==> config.mk <==
export PLATFORM = sky130hd
export DESIGN_NAME = gcd_job_queue_flat
export DESIGN_NICKNAME = d
export VERILOG_FILES = /design/src/rtl/gcd_job_queue_if.sv /design/src/rtl/gcd_job_queue.sv /design/src/flat_wrapper.sv
export SDC_FILE = /design/constraint.sdc
export NUM_CORES = 1
export LEC_CHECK = 0
export BUFFER_PORTS_ARGS = -buffer_cell sky130_fd_sc_hd__buf_2
export CAP_MARGIN = 40
export CORE_MARGIN = 1.5
export CORE_UTILIZATION = 40
export CTS_CLUSTER_SIZE = 25
export DETAILED_ROUTE_END_ITERATION = 10
export PLACE_DENSITY = 0.55
export SLEW_MARGIN = 20
export SYNTH_ARGS = -nofsm -noshare
export SYNTH_HDL_FRONTEND = slang
export SYNTH_SLANG_ARGS = --single-unit
==> constraint.sdc <==
create_clock -name clk -period 10.45 [get_ports clk]
set_input_delay 0 -clock clk [delete_from_list [all_inputs] [get_ports clk]]
set_output_delay 0 -clock clk [all_outputs]
set_load 0.01 [all_outputs]
==> src/rtl/gcd_job_queue_if.sv <==
// gcd_job_queue_if
//   Bundles the memory-mapped bus, the GCD engine handshake and the
//   interrupt line of gcd_job_queue.
//   slave  : the queue side (gcd_job_queue itself)
//   master : the side driving the bus and modelling the engine
//   Signals:
//     saddress[15:0], srd, swr, sdata_in[31:0] -> bus request into the queue
//     sdata_out[31:0]                          <- registered bus read data
//     gcd_start, gcd_a[31:0], gcd_b[31:0]      <- job launch to the engine
//     gcd_busy, gcd_done, gcd_w[31:0]          -> engine status / result
//     irq                                      <- result FIFO non-empty
interface gcd_job_queue_if;
    logic [15:0] saddress;
    logic        srd;
    logic        swr;
    logic [31:0] sdata_in;
    logic [31:0] sdata_out;
    logic        gcd_start;
    logic [31:0] gcd_a;
    logic [31:0] gcd_b;
    logic        gcd_busy;
    logic        gcd_done;
    logic [31:0] gcd_w;
    logic        irq;

    modport slave (
        input  saddress, srd, swr, sdata_in, gcd_busy, gcd_done, gcd_w,
        output sdata_out, gcd_start, gcd_a, gcd_b, irq
    );

    modport master (
        output saddress, srd, swr, sdata_in, gcd_busy, gcd_done, gcd_w,
        input  sdata_out, gcd_start, gcd_a, gcd_b, irq
    );
endinterface

==> src/rtl/gcd_job_queue.sv <==
// gcd_job_queue
//   Bus-programmed job queue in front of a GCD engine. Operand pairs are
//   written through A1/A2 staging registers into a job FIFO; a small
//   dispatcher launches them on the engine and collects results into a
//   result FIFO read back over the bus.
//   Register map (saddress):
//     0x0F8 A1 staging (R/W)
//     0x0FC A2: write pushes {A1, data}; read returns last A2
//     0x100 result: read pops result FIFO (0 + sticky UNF when empty)
//     0x104 status (R), W1C on bits 8 (OVF) and 9 (UNF)
//   Ports:
//     clk   - clock, rising edge
//     reset - asynchronous, active-high
//     bus   - gcd_job_queue_if.slave (bus, engine handshake, irq)
module gcd_job_queue #(
    parameter int DEPTH = 4
) (
    input  logic            clk,
    input  logic            reset,
    gcd_job_queue_if.slave  bus
);

    localparam int AW = $clog2(DEPTH);
    localparam int PW = AW + 1;

    localparam logic [15:0] ADDR_A1     = 16'h00F8;
    localparam logic [15:0] ADDR_A2     = 16'h00FC;
    localparam logic [15:0] ADDR_RESULT = 16'h0100;
    localparam logic [15:0] ADDR_STATUS = 16'h0104;

    typedef enum logic [1:0] {S_IDLE, S_ISSUE, S_WAIT} state_t;

    // ------------------------------------------------------------------
    // Storage
    // ------------------------------------------------------------------
    state_t          state_q;
    logic            gcd_start_q;
    logic [31:0]     gcd_a_q, gcd_b_q;
    logic [31:0]     a1_q, a2_q;
    logic [31:0]     sdata_q;
    logic            ovf_q, unf_q, ovf_d, unf_d;

    logic [31:0]     job_a_q [DEPTH];
    logic [31:0]     job_b_q [DEPTH];
    logic [31:0]     res_q   [DEPTH];

    // pointers carry one extra wrap bit so full and empty differ
    logic [PW-1:0]   job_wp_q, job_rp_q, res_wp_q, res_rp_q;
    logic [PW-1:0]   job_wp_d, job_rp_d, res_wp_d, res_rp_d;

    // ------------------------------------------------------------------
    // FIFO status
    // ------------------------------------------------------------------
    logic [PW-1:0]   job_cnt, res_cnt;
    logic            job_full, job_empty, res_full, res_empty;
    logic [31:0]     job_head_a, job_head_b, res_head;

    assign job_cnt    = job_wp_q - job_rp_q;
    assign res_cnt    = res_wp_q - res_rp_q;
    assign job_full   = (job_cnt == PW'(DEPTH));
    assign job_empty  = (job_cnt == '0);
    assign res_full   = (res_cnt == PW'(DEPTH));
    assign res_empty  = (res_cnt == '0);
    assign job_head_a = job_a_q[job_rp_q[AW-1:0]];
    assign job_head_b = job_b_q[job_rp_q[AW-1:0]];
    assign res_head   = res_q[res_rp_q[AW-1:0]];

    // ------------------------------------------------------------------
    // Bus decode
    // ------------------------------------------------------------------
    logic wr_a1, wr_a2, wr_stat, rd_res;
    logic job_push, res_pop, ovf_set, unf_set;

    assign wr_a1    = bus.swr && (bus.saddress == ADDR_A1);
    assign wr_a2    = bus.swr && (bus.saddress == ADDR_A2);
    assign wr_stat  = bus.swr && (bus.saddress == ADDR_STATUS);
    assign rd_res   = bus.srd && (bus.saddress == ADDR_RESULT);

    assign job_push = wr_a2 && !job_full;
    assign ovf_set  = wr_a2 && job_full;
    assign res_pop  = rd_res && !res_empty;
    assign unf_set  = rd_res && res_empty;

    // ------------------------------------------------------------------
    // Dispatcher side of the FIFOs
    // ------------------------------------------------------------------
    // A result slot is reserved for every job that leaves IDLE, so the
    // engine's answer always has a place to land.
    logic            inflight, res_space, head_zero, zero_take, can_issue;
    logic            job_pop, res_push;
    logic [31:0]     res_wdata;
    logic [PW:0]     res_commit;

    assign inflight   = (state_q != S_IDLE);
    assign res_commit = {1'b0, res_cnt} + (PW+1)'(inflight);
    assign res_space  = (res_commit < (PW+1)'(DEPTH));
    assign head_zero  = (job_head_a == '0) || (job_head_b == '0);

    // zero-operand jobs bypass the engine: gcd(x,0) = x, gcd(0,0) = 0
    assign zero_take  = (state_q == S_IDLE) && !job_empty && res_space && head_zero;
    assign can_issue  = (state_q == S_IDLE) && !job_empty && res_space && !head_zero
                        && !bus.gcd_busy;

    assign job_pop    = (state_q == S_ISSUE) || zero_take;
    assign res_push   = zero_take || ((state_q == S_WAIT) && bus.gcd_done);
    assign res_wdata  = zero_take ? ((job_head_a == '0) ? job_head_b : job_head_a)
                                  : bus.gcd_w;

    // ------------------------------------------------------------------
    // Status word and read mux
    // ------------------------------------------------------------------
    logic [31:0] status, rdata;

    assign status = {12'b0, 4'(res_cnt), 4'(job_cnt), 2'b0, unf_q, ovf_q,
                     4'b0, inflight, res_full, job_empty, job_full};

    always_comb begin
        rdata = '0;
        case (bus.saddress)
            ADDR_A1:     rdata = a1_q;
            ADDR_A2:     rdata = a2_q;
            ADDR_RESULT: rdata = res_empty ? '0 : res_head;
            ADDR_STATUS: rdata = status;
            default:     rdata = '0;
        endcase
    end

    // ------------------------------------------------------------------
    // Next state for pointers and sticky flags
    // ------------------------------------------------------------------
    always_comb begin
        job_wp_d = job_wp_q + (job_push ? PW'(1) : PW'(0));
        job_rp_d = job_rp_q + (job_pop  ? PW'(1) : PW'(0));
        res_wp_d = res_wp_q + (res_push ? PW'(1) : PW'(0));
        res_rp_d = res_rp_q + (res_pop  ? PW'(1) : PW'(0));
        // a set in the same cycle as a W1C wins
        ovf_d    = ovf_set || (ovf_q && !(wr_stat && bus.sdata_in[8]));
        unf_d    = unf_set || (unf_q && !(wr_stat && bus.sdata_in[9]));
    end

    always_ff @(posedge clk or posedge reset) begin
        if (reset) begin
            job_wp_q <= '0;
            job_rp_q <= '0;
            res_wp_q <= '0;
            res_rp_q <= '0;
            ovf_q    <= 1'b0;
            unf_q    <= 1'b0;
            a1_q     <= '0;
            a2_q     <= '0;
            sdata_q  <= '0;
        end else begin
            job_wp_q <= job_wp_d;
            job_rp_q <= job_rp_d;
            res_wp_q <= res_wp_d;
            res_rp_q <= res_rp_d;
            ovf_q    <= ovf_d;
            unf_q    <= unf_d;
            if (wr_a1)   a1_q    <= bus.sdata_in;
            if (wr_a2)   a2_q    <= bus.sdata_in;
            if (bus.srd) sdata_q <= rdata;
        end
    end

    // FIFO payload needs no reset; pointers define what is valid
    always_ff @(posedge clk) begin
        if (job_push) begin
            job_a_q[job_wp_q[AW-1:0]] <= a1_q;
            job_b_q[job_wp_q[AW-1:0]] <= bus.sdata_in;
        end
        if (res_push) res_q[res_wp_q[AW-1:0]] <= res_wdata;
    end

    // ------------------------------------------------------------------
    // Dispatcher FSM
    // ------------------------------------------------------------------
    // gcd_done outside WAIT falls through the default hold: it is ignored.
    always_ff @(posedge clk or posedge reset) begin
        if (reset) begin
            state_q     <= S_IDLE;
            gcd_start_q <= 1'b0;
            gcd_a_q     <= '0;
            gcd_b_q     <= '0;
        end else begin
            case (state_q)
                S_IDLE: begin
                    if (can_issue) begin
                        state_q     <= S_ISSUE;
                        gcd_start_q <= 1'b1;
                        gcd_a_q     <= job_head_a;
                        gcd_b_q     <= job_head_b;
                    end
                end
                S_ISSUE: begin
                    gcd_start_q <= 1'b0;
                    state_q     <= S_WAIT;
                end
                S_WAIT: begin
                    if (bus.gcd_done) state_q <= S_IDLE;
                end
                default: state_q <= S_IDLE;
            endcase
        end
    end

    assign bus.gcd_start = gcd_start_q;
    assign bus.gcd_a     = gcd_a_q;
    assign bus.gcd_b     = gcd_b_q;
    assign bus.sdata_out = sdata_q;
    assign bus.irq       = !res_empty;

endmodule
==> src/flat_wrapper.sv <==
// flat-port wrapper written by rule: the top's interface ports become plain ports
module gcd_job_queue_flat 
#(
    parameter int DEPTH = 4
)
  (clk, reset, bus_saddress, bus_srd, bus_swr, bus_sdata_in, bus_gcd_busy, bus_gcd_done, bus_gcd_w, bus_sdata_out, bus_gcd_start, bus_gcd_a, bus_gcd_b, bus_irq);
  gcd_job_queue_if bus_i ();
  input  logic clk;
  input  logic reset;
  input wire logic [$bits(bus_i.saddress)-1:0] bus_saddress;
  input wire logic [$bits(bus_i.srd)-1:0] bus_srd;
  input wire logic [$bits(bus_i.swr)-1:0] bus_swr;
  input wire logic [$bits(bus_i.sdata_in)-1:0] bus_sdata_in;
  input wire logic [$bits(bus_i.gcd_busy)-1:0] bus_gcd_busy;
  input wire logic [$bits(bus_i.gcd_done)-1:0] bus_gcd_done;
  input wire logic [$bits(bus_i.gcd_w)-1:0] bus_gcd_w;
  output wire logic [$bits(bus_i.sdata_out)-1:0] bus_sdata_out;
  output wire logic [$bits(bus_i.gcd_start)-1:0] bus_gcd_start;
  output wire logic [$bits(bus_i.gcd_a)-1:0] bus_gcd_a;
  output wire logic [$bits(bus_i.gcd_b)-1:0] bus_gcd_b;
  output wire logic [$bits(bus_i.irq)-1:0] bus_irq;
  assign bus_i.saddress = bus_saddress;
  assign bus_i.srd = bus_srd;
  assign bus_i.swr = bus_swr;
  assign bus_i.sdata_in = bus_sdata_in;
  assign bus_i.gcd_busy = bus_gcd_busy;
  assign bus_i.gcd_done = bus_gcd_done;
  assign bus_i.gcd_w = bus_gcd_w;
  assign bus_sdata_out = bus_i.sdata_out;
  assign bus_gcd_start = bus_i.gcd_start;
  assign bus_gcd_a = bus_i.gcd_a;
  assign bus_gcd_b = bus_i.gcd_b;
  assign bus_irq = bus_i.irq;
  gcd_job_queue #(.DEPTH(DEPTH)) u_core (.clk(clk), .reset(reset), .bus(bus_i));
endmodule
==> out/results.txt, run 1 <==
Status: complete, no violations
Wirelength, routed: 59.0 mm
Pwr/cell area: 236 nW/um^2
CP Data Required Time: 10.69 ns
Final period utilization: 50.7%
Layout area overhead: 20.8%
Via count: 11958
Share of the synthesized area in the top cell type: 52.0%
Core area: 55000 sq um
Register area: 16000 sq um
Initial core utilization: 40.4%
Worst reg-to-reg setup slack: 5.15 ns
Number of cells on the worst reg-to-reg path: 10
Setup Fix Bufs, Post-CTS: 0
Pleak: 10.3 nW
Routed len/inst: 26.4 microns
Worst-path fanout max: 38
Slew Viols, Final: 0
Most frequent cell after synthesis: edfxtp_1
FILL cells: 4599
Post-CTS sizing: 0
Die W: 239 microns
Final hold vios: 0
Most area-consuming cells after synthesis: edfxtp_1 (52%), dfrtp_1 (20%), mux4_2 (9.7%), mux2_2 (6.8%), mux2_1 (2.1%)
Relative max-transition margin: 32.4%
Family with the most delay on the worst path: buffers and inverters
First-pass GRT wire length: 86.1 mm
Maximum clock frequency: 0.189 GHz
N_diodes: 0
H-tree levels: 2
Vias in the first global route: 12399
Setup crit start kind: flop
Worst R2R Start: u_core.job_rp_q[0]
Worst hold stages: 3
Crit path launch: u_core.job_rp_q[0]
GRT met1 Usage: 26.8%
Worst hold endpoint: u_core.bus.sdata_out[15]
Number of synthesized flops with an enable pin: 384
Seq cells post-synth: 561
DR pass1 iterations: 5
Non-filler cells, final: 2236
Setup ws final: 5.15 ns
Synth async-reset ratio: 31.6%
Grt met3 use: 4.23%
First DRT Iteration DRCs: 855
Final core area utilization: 48.8%
Busiest layer in global routing: met2
Vias/cell: 5.35
CTS root buffer: clkbuf_16
Commonest cells post-synth: edfxtp_1 (384), dfrtp_1 (177), mux2_2 (134)
CP max-delay cell: nor4_1
# IOs: 184
Initial antenna violation count: 1
Critical path's largest stage delay: 0.85 ns
Ys flop type: edfxtp_1
HP Start: bus_srd
# setup viols final: 0
Final GP Congestion: 0.763
Syn_area_per_cell: 19.2 sq um
CTS buffer count: 59
Sum Neg Setup Slack: 0 ns
Chip height: 239 microns
CP arrival: 5.53 ns
Max-Cap Viols: 0
Final Critical Period: 5.30 ns
Post-synth design cell area: 22200 sq um
Hold buffer count at CTS: 68
Total power draw: 6.33 mW
Hold Crit Class: input pin to flop
Crit. End Element: flop
Num rows: 86
Antenna Violating Nets Remaining: 0
GR Layer Usage met2: 36.9%
Seq/Total Area, Yosys: 71.9%
Max VDD drop: 0.144 mV
Post-DP HPWL: 38.7 mm
Placement Setup Slack: 5.19 ns
Largest net degree at the start of global routing: 93
Yosys cell types: 41
Fraction of layout cells with a size suffix above 1: 37.4%
Yosys Warn Count: 0
Synth Instances: 1158
Post-synth top area cell: edfxtp_1
GRT Residual Overflow: 0
CTS Buffer Depth: 3
RSZ-0062 raised after global routing: no
CP dominant cell by count: buf_4
Skew final: 0.0224 ns
Net count after synthesis: 1256
PortBufs: 183
CTS tree: yes
Nets: 1536
Critical path class: flop to flop
Worst-margin pin slew: 1.00 ns
Placed Cells: 2055
Clk Latency, worst-skew pair: 0.61 ns
Clk sinks: 561
Tot GR Track Use: 21.2%
# DRC: 0
Clk pin slew, worst setup/hold paths: 0.06 ns
Reg2reg end: u_core.res_q[1][24]
Area of the multi-input gates: 5940 sq um
Critical path, cell by cell: buf_4 > buf_12 > mux4_2 > nor4_1 > nand4_1 > o22ai_1 > nand2b_2 > buf_4 > a211oi_4 > buf_4
Die area: 56900 sq um
Crit path buf inv count: 4
==> sequential cells by signal (all words and copies together), names as in the netlist <==
register	cells
u_core.job_a_q	128
u_core.res_q	128
u_core.res_rp_q	3
u_core.res_wp_q	3
u_core.ovf_q	1
u_core.state_q	2
u_core.job_rp_q	3
u_core.bus.gcd_start	1
u_core.bus.gcd_a	32
u_core.a1_q	32
u_core.a2_q	32
u_core.unf_q	1
u_core.job_wp_q	3
u_core.job_b_q	128
u_core.bus.gcd_b	32
u_core.bus.sdata_out	32
==> final cells by class <==
| type | instances | share of cell area, % |
|---|---|---|
| inverter | 13 | 0.210 |
| timing repair buffer | 281 | 7.29 |
| sequential | 561 | 59.6 |
| multi-input combinational | 522 | 22.1 |
| clock buffer | 93 | 6.60 |
| clock inverter | 18 | 0.714 |
| tap | 748 | 3.49 |
==> per-layer routing <==
metal	routed length (microns)	share of wire [%]	up-vias
li1	-	-	5196
met1	23400	40	6328
met2	30500	52	352
met3	3250	5.5	82
met4	1860	3.1	0
met5	0	0	-
==> logic make-up (layout without fill, tap and decap cells) <==
group,count (synthesis),count (layout),share of synthesized area [%]
compound gates,109,109,3.43
mux,282,282,19.4
fa+ha+maj,12,12,0.744
simple gates,111,111,2.51
buf+inv,75,405,1.71
flops,561,561,71.9
xor+xnor,8,8,0.316
==> placed cells by master, fill, tap and decap left out, drive strengths merged, types with 3 or more instances in the layout <==
cell type	instances
edfxtp	384
buf	213
mux2	186
dfrtp	177
mux4	96
clkbuf	93
dlygate4sd3	68
nor2	34
a21o	32
a22oi	26
nand2	24
a21oi	22
nor4	18
inv	14
clkinv	12
ha	10
nand3b	9
o2bb2ai	6
a31oi	6
nand4	6
o22ai	5
xor2	5
nor3	5
bufinv	4
and3	4
o21ai	3
a222oi	3
xnor2	3
nand2b	3
nand3	3
==> stage by stage <==
step | hold slack [ns] | cell area [sq um]
after global routing | 0.0647 | 26800
final | 0.0592 | 26800
after CTS | 0.0353 | 26800
after floorplan | 0.0989 | 22200
after global placement | 0.235 | 24000
after detailed placement | -0.0423 | 24100
==> worst register-to-register path, delay by kind of cell, from the launching register on <==
kind                   cells  cell delay [ns]
buffers and inverters      4             1.56
and+or+nand+nor            3             1.13
DFF                        1             0.83
AOI/OAI and AO/OA          2             0.69
muxes                      1             0.68
==> worst max-delay path by stage <==
| stage | slack, ns | end | cells past startpoint |
|---|---|---|---|
| 6_report | 5.15 | u_core.res_q[1][24] | 10 |
| 5_1_grt | 4.90 | u_core.res_q[0][31] | 10 |
| 3_5_place_dp | 5.19 | u_core.res_q[0][26] | 9 |
| 3_3_place_gp | 5.29 | u_core.res_q[1][21] | 9 |
| 4_1_cts | 5.16 | u_core.res_q[0][27] | 9 |
| 2_1_floorplan | 3.78 | u_core.job_a_q[0][0] | 9 |
==> report_power, final <==
part	internal [mW]	switching (mW)	total, mW
Combinational	0.591	0.816	1.41
Clock	1.25	0.842	2.10
Sequential	2.67	0.154	2.83
Total	4.52	1.81	6.33
(Power assumes the default switching activity.)
==> run 2, diff against run 1 <==
- PLACE_DENSITY: 0.55 -> 0.57
- clock period: 10.45 -> 4.65 ns (I/O delays scaled with it)
==> out/results.txt, run 2 (synthesized netlist as in run 1, its figures left out) <==
H-tree levels: 2 (unchanged)
Final core area utilization: 48.9% (+0.14 points)
First-pass GRT wire length: 85.7 mm (-0.48%)
Vias/cell: 5.35 (about the same)
Post-DP HPWL: 39.9 mm (+2.9%)
Critical path's largest stage delay: 0.67 ns (-0.18 ns)
Critical path class: flop to flop
Post-CTS sizing: 0 (unchanged)
CP dominant cell by count: buf_12
# DRC: 0 (unchanged)
Clk sinks: 561 (unchanged)
Via count: 12010 (+0.43%)
Max VDD drop: 0.309 mV (+110%)
Largest net degree at the start of global routing: 104 (+12%)
Chip height: 239 microns (unchanged)
Die area: 56900 sq um (unchanged)
Num rows: 86 (unchanged)
Violated checks: negative hold slack
Placement Setup Slack: 0.486 ns (-4.70 ns)
Core area: 55000 sq um (unchanged)
Final hold vios: 3 (+3)
Routed len/inst: 26.5 microns (+0.42%)
Crit path launch: u_core.job_rp_q[0]
Layout area overhead: 21.2%
Final GP Congestion: 0.771 (+1.1%)
Pleak: 10.3 nW (+0.13%)
Final Critical Period: 4.19 ns (-1.11 ns)
Tot GR Track Use: 21.2% (-0.030 points)
Hold Crit Class: input pin to asynchronous set/reset pin
Relative max-transition margin: 52.3% (+20 points)
CTS tree: yes
RSZ-0062 raised after global routing: no
Leading cell type in the layout, fill and taps excluded: edfxtp_1
Initial antenna violation count: 6 (+5)
CP max-delay cell: dfrtp_4
GRT Residual Overflow: 0 (unchanged)
# setup viols final: 0 (unchanged)
PortBufs: 183 (unchanged)
Non-filler cells, final: 2245 (+0.40%)
CTS Buffer Depth: 3 (unchanged)
Wirelength, routed: 59.5 mm (+0.83%)
Status: finished, violations left
Fraction of layout cells with a size suffix above 1: 37.9% (+0.49 points)
Max-Cap Viols: 0 (unchanged)
Crit path buf inv count: 3 (-1)
CTS buffer count: 58 (-1.7%)
# IOs: 184 (unchanged)
Worst-margin pin slew: 0.716 ns (-0.288 ns)
Antenna Violating Nets Remaining: 0 (unchanged)
First DRT Iteration DRCs: 884 (+3.4%)
Vias in the first global route: 12388 (-0.089%)
Family with the most delay on the worst path: simple AND/OR/NAND/NOR gates
Placed Cells: 2064 (+0.44%)
Crit. End Element: flop
Setup Fix Bufs, Post-CTS: 0 (unchanged)
Nets: 1543 (+0.46%)
Setup ws final: 0.462 ns (-4.69 ns)
Skew final: 0.0290 ns (+0.00664 ns)
CTS root buffer: clkbuf_16
Initial core utilization: 40.4% (unchanged)
CP Data Required Time: 4.95 ns (-5.74 ns)
Hold buffer count at CTS: 68 (unchanged)
FILL cells: 4667 (+1.5%)
Slew Viols, Final: 0 (unchanged)
Pwr/cell area: 537 nW/um^2 (+130%)
CP arrival: 4.48 ns (-1.05 ns)
Critical path, cell by cell: buf_12 > mux4_2 > nor4_1 > nand4_1 > o22ai_1 > nand2b_2 > buf_12 > a21oi_4 > buf_12
Post-placement cell area: 24200 sq um (+0.42%)
Die W: 239 microns (unchanged)
Final period utilization: 90.1% (+39 points)
Worst R2R Start: u_core.job_rp_q[0]
Worst-path fanout max: 32 (-16%)
Clk pin slew, worst setup/hold paths: 0.06 ns (about the same)
DR pass1 iterations: 5 (unchanged)
Fin area: 26900 sq um (+0.29%)
Clk Latency, worst-skew pair: 0.63 ns (+0.02 ns)
Most frequent cells in the layout: edfxtp_1 (384), buf_2 (183), dfrtp_1 (174)
Setup crit start kind: flop
Hold_ws: -0.00283 ns (-0.0620 ns)
Maximum clock frequency: 0.239 GHz (+26%)
## run 2: worst min-delay path: stages
cell and delay (ns):
dlygate4sd3_1 0.53, buf_2 0.13, clkinvlp_4 0.10, buf_12 0.22
## run 2: stage by stage
stage	hold slack (ns)	power, mW	setup TNS [ns]
after floorplan	0.0989	8.28	-36.21
after global placement	0.178	9.74	0
after detailed placement	0.191	9.79	0
after CTS	0.000894	14.6	0
after global routing	0.0126	15.0	0
final	-0.00283	14.4	0
## run 2: routing by layer
layer	global-route usage [%]	part of all wire (%)
met1	27.8	42
met2	34.8	49
met3	4.67	5.5
met4	7.79	3.7
met5	0	0.071
## run 2: report_power, final
part           internal (mW)  switching (mW)  total, mW
sequential              6.00           0.331       6.33
combinational           1.43            1.93       3.35
clock                   2.81            1.94       4.75
## run 2: final cells by class
cell class	count	area, sq um	area share [%]
clock inverter	28	342	1.27
antenna	2	5.00	0.0186
tap	748	936	3.48
clock buffer	82	1610	5.99
timing repair buffer	289	2030	7.56
sequential	561	16000	59.4
inverter	13	52.6	0.195
multi-input combinational	522	5940	22.1
## run 2: final timing paths
path | to | slack [ns] | cells after the start
max reg2reg | u_core.res_q[3][22] | 0.46 | 9
min | u_core.bus.gcd_b[24] | -0.003 | 4
min in group clk | u_core.ovf_q | 0.04 | 6
max | u_core.res_q[3][22] | 0.46 | 9
min reg2reg | u_core.ovf_q | 0.48 | 2
max in group asynchronous | u_core.bus.gcd_b[9] | 3.71 | 5
